==> src/rtl/dwt_row_extender.sv <==
// Buffers one row of LEN samples, then replays it with 4-sample whole-sample
// symmetric extension on each side (LEN+8 samples) for a 9/7 lifting transform.
module dwt_row_extender #(
   parameter int size = 32,
   parameter int LEN  = 8
) (
   input  logic            clk,
   input  logic            reset,
   input  logic [size-1:0] in_data,
   input  logic            in_valid,
   output logic            in_ready,
   output logic [size-1:0] x,
   output logic            x_valid,
   input  logic            x_ready,
   output logic            x_first,
   output logic            x_last,
   output logic            x_odd,
   output logic            row_done
);

   localparam int RW = $clog2(LEN + 8) + 1;
   localparam int AW = (LEN > 1) ? $clog2(LEN) : 1;

   localparam logic signed [RW-1:0] IDX_FIRST = RW'(-4);
   localparam logic signed [RW-1:0] IDX_LAST  = RW'(LEN + 3);
   localparam logic signed [RW-1:0] IDX_ZERO  = '0;
   localparam logic signed [RW-1:0] IDX_TOP   = RW'(LEN - 1);
   localparam logic        [RW-1:0] MIRROR    = RW'(2 * (LEN - 1));
   localparam logic        [AW-1:0] WR_LAST   = AW'(LEN - 1);

   typedef enum logic {LOAD, EMIT} state_t;

   state_t               state, state_nx;
   logic [size-1:0]      mem [LEN];
   logic [AW-1:0]        wr_ptr;
   logic signed [RW-1:0] rd_idx;
   logic [AW-1:0]        rd_addr;
   logic                 accept;
   logic                 wr_last;
   logic                 emit_go;
   logic                 xfer_last;

   assign in_ready  = (state == LOAD) && !reset;
   assign accept    = in_valid && in_ready;
   assign wr_last   = (wr_ptr == WR_LAST);
   assign emit_go   = (state == EMIT) && (rd_idx <= IDX_LAST) && (!x_valid || x_ready);
   assign xfer_last = x_valid && x_ready && x_last;

   // Reflection is done modulo 2^RW and truncated; the results always land in 0..LEN-1.
   always_comb begin
      rd_addr = AW'(rd_idx);
      if (rd_idx < IDX_ZERO)
         rd_addr = AW'(-rd_idx);
      else if (rd_idx > IDX_TOP)
         rd_addr = AW'(MIRROR - rd_idx);
   end

   always_ff @(posedge clk) begin
      if (reset) state <= LOAD;
      else       state <= state_nx;
   end

   always_comb begin
      state_nx = state;
      case (state)
         LOAD:    if (accept && wr_last) state_nx = EMIT;
         EMIT:    if (xfer_last)         state_nx = LOAD;
         default: state_nx = LOAD;
      endcase
   end

   always_ff @(posedge clk) begin
      if (accept) mem[wr_ptr] <= in_data;
   end

   always_ff @(posedge clk) begin
      if (reset) begin
         wr_ptr   <= '0;
         rd_idx   <= IDX_FIRST;
         x        <= '0;
         x_valid  <= 1'b0;
         x_first  <= 1'b0;
         x_last   <= 1'b0;
         x_odd    <= 1'b0;
         row_done <= 1'b0;
      end else begin
         row_done <= 1'b0;
         if (accept) begin
            if (wr_last) begin
               wr_ptr <= '0;
               rd_idx <= IDX_FIRST;
            end else begin
               wr_ptr <= wr_ptr + 1'b1;
            end
         end
         // rd_idx is already past LEN+3 when the last sample transfers, so these never overlap.
         if (emit_go) begin
            x       <= mem[rd_addr];
            x_valid <= 1'b1;
            x_first <= (rd_idx == IDX_FIRST);
            x_last  <= (rd_idx == IDX_LAST);
            x_odd   <= rd_idx[0];
            rd_idx  <= rd_idx + 1'b1;
         end else if (xfer_last) begin
            x_valid  <= 1'b0;
            x_first  <= 1'b0;
            x_last   <= 1'b0;
            row_done <= 1'b1;
         end
      end
   end

endmodule

==> config.mk <==
export PLATFORM = sky130hd
export DESIGN_NAME = dwt_row_extender
export DESIGN_NICKNAME = d
export VERILOG_FILES = /design/src/rtl/dwt_row_extender.sv
export SDC_FILE = /design/constraint.sdc
export NUM_CORES = 1
export LEC_CHECK = 0
export CAP_MARGIN = 20
export CORE_MARGIN = 2
export CORE_UTILIZATION = 55
export DETAILED_ROUTE_END_ITERATION = 8
export PLACE_DENSITY = 0.75
export SLEW_MARGIN = 20
export SYNTH_ARGS = -nofsm -noshare
export SYNTH_HDL_FRONTEND = slang
export SYNTH_SLANG_ARGS = --single-unit
export TNS_END_PERCENT = 30
==> constraint.sdc <==
create_clock -name clk -period 5.7 [get_ports clk]
set_clock_uncertainty 0.15 [all_clocks]
set_input_delay 0.57 -clock clk [delete_from_list [all_inputs] [get_ports clk]]
set_output_delay 0.57 -clock clk [all_outputs]
set_load 0.1 [all_outputs]
; ---- After elaboration in Yosys (flattened, before gate mapping)
; Memories as Yosys holds them, arrays and structs flattened. A register that Yosys moved wholly into a read port is not among the register bits.
; Cells that the tools add are included.
[op_classes]
addsub = 4
multipliers = 0
div = 0
n_lt_le_gt_ge = 3
n_eq_ne = 3
shift = 0
mux = 16
bitwise_logic = 1
n_reduce_logical = 15
[ops]
columns = op, count
row1 = two-way mux 5 bit, 3
row2 = two-way mux 1 bit, 9
row3 = two-way mux 3 bit, 3
row4 = logical AND 1 bit, 7
row5 = nonzero test 2 bit, 3
row6 = adder 5 x 1 -> 5 bit (second input constant), 1
row7 = == test 5 x 3 -> 1 bit (second input constant), 1
row8 = == test 5 bit (second input constant), 1
row9 = greater-than comparator 5 x 4 -> 1 bit (second input constant), 1
row10 = <= comparator 5 bit (second input constant), 1
row11 = less-than comparator 5 x 1 -> 1 bit (second input constant), 1
row12 = adder 3 x 1 -> 3 bit (second input constant), 1
row13 = == test 3 bit (second input constant), 1
row14 = negator 3 bit, 1
row15 = subtractor 3 bit (first input constant), 1
row16 = zero test 1 bit, 2
row17 = case mux 1 bit (2 select lines), 1
row18 = AND reduction 2 bit, 1
row19 = OR reduction 2 bit, 1
row20 = logical OR 1 bit, 1
row21 = inverter 1 bit, 1
[word_totals]
register_bits = 14
latch_bits = 0
ram_bits = 256
romBits = 0
inputBits = 36
output_inout_bits = 38
wordCells = 51
n_memories = 1
[memory_table]
columns = memory, depth, width, rd, rd_clocked_by_memory_dff, wr, line
row1 = mem, 8, 32, 1, 1, 1, 34  ; logic [size-1:0] mem [LEN];

; ---- Logic depth before layout (Yosys ltp)
; Gate-level depths: netlist of run 1.
[depth]
word_depth = 6
depth_mapped = 11
ltp_nobuf = 7

; ---- Least setup slack after synthesis of run 1
; Ideal clock, no wire load.
[synth_path]
kind = input to register
from = input reset
to = memory mem[0][0], enable pin
setup_time_ns = 0.503
t_arrival_ns = 5.529
required_time_ns = 5.047
path_slack_ns = -0.481
path_stages = 4
n_path_buf = 1
cell_sequence = clkbuf_8 > nor2_1 > nand2_1 > nor4_1
[synth_via]
elab_chain_len = 5
[synth_lines]
columns = item, line
row1 = start: declaration, 8  ; input logic reset,
row2 = zero test 1 bit, 43  ; assign in_ready = (state == LOAD) && !reset;
row3 = logical AND 1 bit, 43
row4 = named net in_ready, 11  ; output logic in_ready,
row5 = logical AND 1 bit, 44  ; assign accept = in_valid && in_ready;
row6 = two-way mux 1 bit, 73  ; if (accept) mem[wr_ptr] <= in_data;
row7 = two-way mux 1 bit (implied by the code), 73
row8 = end: declaration, 34
; The timed path passes the listed nets, and every way through them passes these cells.

; ---- Worst setup path in the final report of run 1
[layout_path]
from = register rd_idx[0]
to = register x[14] (read register of mem)
[layout_via]
elab_chain_len = 3
elab_cells_between_ends = 9
cone_classes = add/sub: 2 / order compare: 3 / mux: 2 / reduce/logical: 2
[layout_lines]
columns = item, line
row1 = start: declaration, 36  ; logic signed [RW-1:0] rd_idx;
row2 = start signal: assignment, 103  ; rd_idx <= rd_idx + 1'b1;
row3 = "greater-than comparator 5 x 4 -> 1 bit, or another cell as far along", 54  ; else if (rd_idx > IDX_TOP)
row4 = two-way mux 3 bit / logical AND 1 bit (equally long branches), "54, 46"
row5 = two-way mux 3 bit / logical AND 1 bit (equally long branches), "52, 46"
row6 = end: declaration, 12  ; output logic [size-1:0] x,
; Several ways; a longest one is shown, not always the timed one.
; A chain may end at the register's enable or synchronous reset.

==> results of run 1 <==
[sequential cells by signal, indices dropped and copies added, names as in the netlist, 3 cells and up]
register,flops
x,32
rd_idx,5
mem,256
wr_ptr,3
[path summary, 6_finish.rpt]
kind,to,depth (start not counted)
worst max-delay path,x[14],7
worst min-delay path,x_odd,2
worst max register to register,x[14],7
worst min register to register,x_odd,2
[per-layer routing]
metal	track usage	wire, µm	vias up
met5	0	0	-
met4	0.0594	515	0
met3	0.0341	1270	40
met2	0.347	11900	176
met1	0.265	9930	3287
li1	-	-	2926
[cells by family (layout without fill, tap and decap cells)]
kind of cell	count (synthesis)	after routing
compound gates	51	51
simple gates	122	122
mux	192	192
xor+xnor	3	3
buf+inv	44	149
flops	302	302
fa+ha+maj	5	5
[final cells by class]
class | count | area, µm²
flip-flops and latches | 302 | 8610
fillers | 1548 | 7750
multi-input cells | 373 | 3320
repair buffers | 92 | 868
clock buffers | 40 | 840
well taps | 280 | 350
clock inverters | 13 | 135
inverters | 4 | 15.0
[where the power goes]
part           switching, mW  internal, mW  leakage (nW)  total, mW
combinational         0.0631        0.0347          1.03     0.0978
clock                  0.774          1.16         0.483       1.93
sequential           0.00787          2.42          2.68       2.43
total                  0.845          3.61          4.20       4.46
[critical path, delay by kind of cell (launching register included)]
kind / cells / cell delay, ns
AO/OA/AOI/OAI: 3 / 1.27
adder cells (fa/ha/maj): 1 / 0.39
buffers and inverters: 1 / 0.44
flip-flops: 1 / 0.86
AND/OR/NAND/NOR: 2 / 0.40
[metrics by stage]
stage	total power [mW]	util	area, µm²	worst slack [ns]
after floorplan	2.51	-	12300	0.357
after global placement	2.56	0.601	13200	2.17
after detailed placement	2.57	0.601	13200	2.11
after CTS	4.49	0.646	14100	2.09
after global routing	4.59	0.646	14100	1.94
final	4.46	0.646	14100	2.10
[cell usage in the layout, fill, tap and decap left out, drive strengths merged, types with 5 or more instances in the layout]
master,netlist,final
edfxtp,256,256
mux2i,192,192
clkdlybuf4s50,0,72
dfxtp,46,46
nor2,42,42
clkbuf,9,40
nor3,40,40
o22ai,32,32
buf,27,20
nand2,18,18
clkinv,0,10
a21oi,9,9
ha,5,5
==> run_results.csv, run 1 <==
group,metric,value,unit
yosys,synth_mux_area_frac,0.156,
clocking,cts_tree,"built",
routing,postRouteAntennaNets,0,
critical_path,rrSetupSlack,2.10,ns
clocking,cts.sinks,302,
critical_path,worstPathCellList,"ha_1 -> and3b_1 -> o311a_4 -> o211ai_4 -> buf_4 -> o22ai_2 -> nor3_2",
clocking,cts_buffer_depth,3,
timing,worst_pin_slew,1.03,ns
power_and_ir_drop,leakagePower,4.20,nW
global_routing,grt-ovfl-total,0,
yosys,ys.flop_type,"edfxtp_1",
yosys,synth_edf_count,256,
clocking,clk_pin_slew,0.06,ns
hold_path,hold_class,"register to register",
power_and_ir_drop,p_per_area,315,nW/µm²
yosys,synth_top_cells_by_count,"edfxtp_1, mux2i_1, dfxtp_1",
routing,via_count,6429,
yosys,yosys.area_share.simple,0.0584,
clocking,cts_buffers,30,
yosys,yosys_warnings,0,
cells_and_area,antenna_cells,0,
die,row_count,54,
yosys,synth_top_family_by_area,"multiplexers",
timing,fmax,278,MHz
die,num_io_pins,74,
global_routing,grt_start_max_net_pins,47,
timing,finalCritPeriodShare,0.631,
routing,drtIter0Drc,389,
critical_path,cp-end-kind,"register",
routing,drc_errors,0,
yosys,netlist_instances,719,
routing,avgViaCountPerCell,5.82,
timing,hold_violations,0,
clocking,cts_setup_buffers,0,
global_routing,grt_use_total,0.201,
die,dieArea,23600,µm²
place,hpwl,13.3,mm
yosys,synth_top_area_cell,"edfxtp_1",
critical_path,cp_slowest_cell,"dfxtp_4",
clocking,postCtsResizedCells,0,
timing,rsz0062_at_grt,"false",
power_and_ir_drop,vdd_drop_max,0.000334,V
critical_path,required,6.02,ns
cells_and_area,drive_gt1_frac,0.161,
routing,post_drt_wl_per_cell,21.4,µm
die,die_y,154,µm
critical_path,rr_startpoint,"rd_idx[0]",
yosys,synthesis.area,12300,µm²
yosys,async_flop_share,0,
yosys,synth_compound_area_frac,0.0419,
clocking,worstSkewPairLatency,0.55,ns
place,dp_cells,1051,
clocking,htree_levels,1,
die,coreArea,21900,µm²
cells_and_area,stdcell_count,1104,
critical_path,critPathKind,"register to register",
hold_path,min_from,"x_odd",
timing,holdWs,0.314,ns
global_routing,grt_pass1_wl,37.0,mm
yosys,yosysMostFrequentCell,"edfxtp_1",
cells_and_area,syn_to_final_growth,14.7,%
timing,setup_violations,0,
yosys,seq_area_frac_synth,0.698,
critical_path,cp_slowest_stage_delay,0.86,ns
critical_path,crit_fanout,46,
yosys,synthTopCellsByArea,"edfxtp_1, mux2i_1, dfxtp_1, o22ai_2, nor3_2",
yosys,yosysUniqueCellTypes,45,
die,initial_core_util,0.563,
cells_and_area,fin_nets,844,
critical_path,cp_data_arrival_time,3.91,ns
global_routing,grt_pass1_vias,6720,
timing,period_needed,3.60,ns
timing,tns,0,ns
clocking,cts-root-buf,"clkbuf_16",
clocking,holdBufCountCts,0,
timing,slew_viol_final,0,
yosys,synth-xor-area-share,0.00213,
yosys,synth_top_area_share,0.624,
yosys,synth.net_count,760,
routing,wl,23.7,mm
place,port_buffers,73,
yosys,avgSynthCellArea,17.1,µm²
routing,first_pass_iters,4,
die,die_w,154,µm
critical_path,cp-start-kind,"register",
flow_run,maxCapViolCount,0,
timing,maxSlewHeadroom,0.314,
place,place_congestion,0.746,
outcome,status,"completed",
yosys,ys_seq_elements,302,
yosys,synthAdderAreaFrac,0.00508,
global_routing,antenna_found_initial,0,
critical_path,crit_start,"rd_idx[0]",
No activity file was read; power rests on OpenSTA's default activity.
==> run 2, diff against run 1 <==
- clock period: 5.7 -> 3.65 ns (I/O delays scaled with it)
==> run_results.csv, run 2 (synthesized netlist as in run 1, its figures left out) <==
group,metric,value,unit
clocking,cts_buffer_depth,3,
hold_path,min_from,"reset",
global_routing,grt_start_max_net_pins,57,
timing,maxSlewHeadroom,0.294,
timing,hold_violations,0,
global_routing,grt_pass1_vias,6667,
die,die_w,154,µm
routing,postRouteAntennaNets,0,
critical_path,required,3.98,ns
die,row_count,54,
critical_path,r2r.worst_path.cells,8,
cells_and_area,seqCellArea,8610,µm²
die,die_y,154,µm
critical_path,critical-path-top-delay-family,"compound AO/OA/AOI/OAI gates",
timing,rsz0062_at_grt,"false",
routing,wl,23.8,mm
global_routing,grt_use_met2,0.366,
routing,post_drt_wl_per_cell,21.5,µm
global_routing,grt-ovfl-total,0,
power_and_ir_drop,p_per_area,495,nW/µm²
critical_path,cp_data_arrival_time,3.34,ns
power_and_ir_drop,leakagePower,4.25,nW
power_and_ir_drop,total_power,7.10,mW
die,coreArea,21900,µm²
timing,fmax,332,MHz
global_routing,met1_usage,0.255,
hold_path,hold_class,"input port to register",
timing,worst_slack,0.639,ns
timing,period_needed,3.01,ns
clocking,cts_buffers,31,
cells_and_area,fin_nets,847,
global_routing,grtUsageMet3,0.0324,
die,dieArea,23600,µm²
routing,via_count,6321,
cells_and_area,drive_gt1_frac,0.165,
cells_and_area,layout_commonest_cell,"edfxtp_1",
clocking,cts-root-buf,"clkbuf_16",
place,post-place-ws,0.635,ns
hold_path,min_path_cells,4,
outcome,status,"completed",
global_routing,antenna_found_initial,1,
clocking,cts.sinks,302,
timing,setup_violations,0,
critical_path,critPathKind,"register to register",
place,place_congestion,0.781,
routing,avgViaCountPerCell,5.69,
global_routing,grt_pass1_wl,37.0,mm
cells_and_area,multi_input_area,3340,µm²
die,num_io_pins,74,
routing,first_pass_iters,4,
critical_path,crit_buf_inv,2,
critical_path,cp-end-kind,"register",
timing,worst_pin_slew,1.06,ns
clocking,cts_setup_buffers,0,
cells_and_area,antenna_cells,0,
clocking,cts_tree,"built",
routing,drtIter0Drc,393,
cells_and_area,largest_reg_flops,256,
clocking,holdBufCountCts,0,
clocking,postCtsResizedCells,0,
critical_path,cp_slowest_stage_delay,0.72,ns
critical_path,rr_startpoint,"rd_idx[0]",
cells_and_area,regMostFlops,"mem",
clocking,htree_levels,1,
clocking,clk_pin_slew,0.06,ns
place,port_buffers,73,
critical_path,r2r_end,"x[12]",
die,initial_core_util,0.563,
timing,finalCritPeriodShare,0.825,
critical_path,worstPathCellList,"inv_1 -> ha_1 -> o21bai_1 -> o221ai_4 -> buf_12 -> mux2i_1 -> o22ai_2 -> nor3_2",
flow_run,maxCapViolCount,0,
cells_and_area,syn_to_final_growth,16.2,%
routing,drc_errors,0,
place,hpwl,13.2,mm
critical_path,rrSetupSlack,0.64,ns
power_and_ir_drop,vdd_drop_max,0.000381,V
timing,tns,0,ns
critical_path,cp_slowest_cell,"dfxtp_4",
clocking,worstSkewPairLatency,0.56,ns
critical_path,crit_fanout,37,
critical_path,cp-start-kind,"register",
timing,slew_viol_final,0,
cells_and_area,layout_common_cells,"edfxtp_1, mux2i_1, clkdlybuf4s50_1",
hold_path,hold_end,"wr_ptr[1]",
cells_and_area,reg.largest.list,"mem: 256 flops, x: 32 flops, rd_idx: 5 flops",
global_routing,grt.busiest_layer,"met2",
cells_and_area,fillCellCount,1509,
global_routing,grt_use_total,0.202,
[run 2: changes by cell type in the layout (fill, tap and decap cells not counted), sizes merged]
cell / before / now
buf: 20 / 23
clkbuf: 40 / 51
clkdlybuf4s50: 72 / 71
clkinv: 10 / 3
inv: 4 / 5
[run 2: worst max path at each step]
stage	from	endpoint	slack, ns	cells after the start
final	rd_idx[0]	x[12]	0.64	8
after global routing	rd_idx[0]	x[20]	0.41	8
after CTS	rd_idx[0]	x[11]	0.61	8
after detailed placement	rd_idx[0]	x[13]	0.63	8
after global placement	rd_idx[0]	x[31]	0.77	8
after floorplan	reset	mem[0][0]	0.13	4
[run 2: tightest hold or removal path, stage by stage]
cell and delay (ns):
buf_2 0.10, nor2_2 0.04, and2_0 0.22, o21ai_0 0.18
[run 2: power breakdown]
group	total (mW)	switching, mW	leakage, nW	internal, mW
Sequential	3.79	0.0131	2.68	3.78
Clock	3.15	1.23	0.506	1.92
Combinational	0.157	0.102	1.05	0.0550
Total	7.10	1.35	4.25	5.75
[run 2: layout make-up]
| cell class | instances | area share |
|---|---|---|
| Clock buffer | 51 | 0.0636 |
| Clock inverter | 7 | 0.00943 |
| Inverter | 4 | 0.00105 |
| Multi-Input combinational cell | 373 | 0.233 |
| Sequential cell | 302 | 0.601 |
| Tap cell | 280 | 0.0245 |
| Timing Repair Buffer | 94 | 0.0667 |
[run 2: metrics by stage]
step | hold WS, ns | std cells | utilization | cell area [µm²]
4_1_cts | 0.206 | 1111 | 0.654 | 14300
2_1_floorplan | 0.314 | 719 | - | 12400
3_5_place_dp | 0.303 | 1053 | 0.607 | 13300
6_report | 0.227 | 1111 | 0.654 | 14300
5_1_grt | 0.232 | 1111 | 0.654 | 14300
3_3_place_gp | 0.302 | 1053 | 0.607 | 13300
[run 2: per-layer routing]
layer  wire [µm]  part of all wire
met3        1390             0.058
met2       12400              0.52
met1        9670              0.41
met4         369             0.015
met5           0                 0
==> run 3, diff against run 2 <==
- CORE_UTILIZATION: 55 -> 53
- clock period: 3.65 -> 2.68 ns (I/O delays scaled with it)
==> run_results.csv, run 3 (synthesized netlist as in run 1, its figures left out) <==
group,metric,value,unit
clocking,cts_setup_buffers,0,
timing,holdWs,0.0733,ns
critical_path,critical-path-top-delay-family,"compound AO/OA/AOI/OAI gates",
critical_path,crit_fanout,16,
die,die_w,157,µm
global_routing,grt-ovfl-total,0,
critical_path,r2r_end,"x[20]",
cells_and_area,fin_area,14300,µm²
routing,first_pass_iters,4,
power_and_ir_drop,total_power,9.64,mW
cells_and_area,layout_commonest_cell,"edfxtp_1",
cells_and_area,drive_gt1_frac,0.225,
place,dp_cells,1063,
cells_and_area,fin_nets,851,
place,placed_area,13300,µm²
timing,maxSlewHeadroom,0.475,
critical_path,cp_slowest_cell,"dfxtp_1",
cells_and_area,reg.largest.list,"mem: 256 flops, x: 32 flops, rd_idx: 5 flops",
critical_path,rrSetupSlack,0.27,ns
clocking,cts_buffer_depth,3,
cells_and_area,largest_reg_flops,256,
timing,rsz0062_at_grt,"false",
clocking,cts-root-buf,"clkbuf_16",
power_and_ir_drop,vdd_drop_max,0.000613,V
cells_and_area,syn_to_final_growth,15.8,%
clocking,holdBufCountCts,0,
die,coreArea,22700,µm²
place,place_congestion,0.784,
clocking,cts_buffers,30,
die,num_io_pins,74,
timing,slew_viol_final,0,
routing,avgViaCountPerCell,5.67,
routing,drtIter0Drc,318,
clocking,clk_pin_slew,0.06,ns
power_and_ir_drop,p_per_area,676,nW/µm²
place,post-place-ws,0.264,ns
clocking,htree_levels,1,
place,hpwl,13.6,mm
critical_path,cp_slowest_stage_delay,0.41,ns
timing,fmax,415,MHz
critical_path,critPathKind,"register to register",
clocking,postCtsResizedCells,0,
die,row_count,55,
critical_path,cp-endpoint,"x[20]",
place,port_buffers,73,
routing,drc_errors,0,
outcome,status,"completed",
timing,hold_violations,0,
critical_path,worst-path-stages,8,
global_routing,grt_use_total,0.202,
timing,worst_pin_slew,0.788,ns
timing,tns,0,ns
timing,worst_slack,0.270,ns
routing,postRouteAntennaNets,0,
critical_path,crit_start,"rd_idx[1]",
hold_path,hold_class,"input port to register",
clocking,cts_tree,"built",
cells_and_area,layout_common_cells,"edfxtp_1, mux2i_1, buf_4",
clocking,worstSkewPairLatency,0.54,ns
die,die_y,157,µm
critical_path,required,2.99,ns
flow_run,maxCapViolCount,0,
cells_and_area,stdcell_count,1118,
global_routing,grt_pass1_wl,37.4,mm
critical_path,cp-start-kind,"register",
critical_path,rr_startpoint,"rd_idx[1]",
routing,via_count,6338,
critical_path,cp-end-kind,"register",
critical_path,r2r.worst_path.cells,8,
critical_path,crit_buf_inv,2,
global_routing,antenna_found_initial,0,
power_and_ir_drop,leakagePower,4.37,nW
cells_and_area,regMostFlops,"mem",
global_routing,grt_pass1_vias,6651,
critical_path,cp_data_arrival_time,2.72,ns
global_routing,grt_start_max_net_pins,85,
clocking,cts.sinks,302,
die,dieArea,24500,µm²
die,initial_core_util,0.543,
cells_and_area,final_core_util,0.628,
critical_path,worstPathCellList,"inv_1 -> ha_1 -> o21bai_1 -> o221ai_4 -> buf_4 -> mux2i_1 -> o22ai_2 -> nor3_2",
routing,post_drt_wl_per_cell,21.8,µm
timing,period_needed,2.41,ns
routing,wl,24.4,mm
timing,setup_violations,0,
timing,finalCritPeriodShare,0.899,
## run 3: cell count changes in the layout (fill, tap and decap cells not counted), moves of 2 or more
| cell | previous run | this run |
|---|---|---|
| clkdlybuf4s50_1 | 71 | 34 |
| clkbuf_8 | 6 | 3 |
| clkinv_2 | 1 | 8 |
| nand2_4 | 0 | 2 |
| nand2_1 | 18 | 16 |
| buf_4 | 16 | 58 |
| clkbuf_1 | 14 | 6 |
## run 3: worst register-to-register path, stage by stage, from the launching register on
cell and delay (ns):
dfxtp_1 0.41, inv_1 0.10, ha_1 0.32, o21bai_1 0.20, o221ai_4 0.23, buf_4 0.36
mux2i_1 0.31, o22ai_2 0.12, nor3_2 0.13
## run 3: layout make-up
type	count	area, µm²
tap	285	357
fill	1559	8440
sequential	302	8610
multi-input combinational	373	3370
clock buffer	40	840
antenna	1	2.50
inverter	4	15.0
timing repair buffer	99	901
clock inverter	14	176
## run 3: metal layers
layer  global-route usage  vias to the layer above  routed length [µm]
li1                     -                     2952                   -
met1                0.264                     3172                9960
met2                0.351                      175               12300
met3               0.0341                       39                1610
met4               0.0542                        0                 504
met5                    0                        -                   0
## run 3: worst min-delay path by stage
| stage | to | startpoint | cells past startpoint |
|---|---|---|---|
| final | wr_ptr[2] | reset | 5 |
| after global routing | wr_ptr[2] | reset | 5 |
| after CTS | wr_ptr[2] | reset | 5 |
| after detailed placement | x_odd | x_odd | 2 |
| after global placement | x_odd | x_odd | 2 |
| after floorplan | mem[0][0] | in_data[0] | 0 |
## run 3: power by group
group          leakage [nW]  internal, mW  switching (mW)
Combinational          1.19        0.0780           0.141
Clock                 0.503          2.58            1.69
Sequential             2.68          5.14          0.0188
Total                  4.37          7.79            1.85
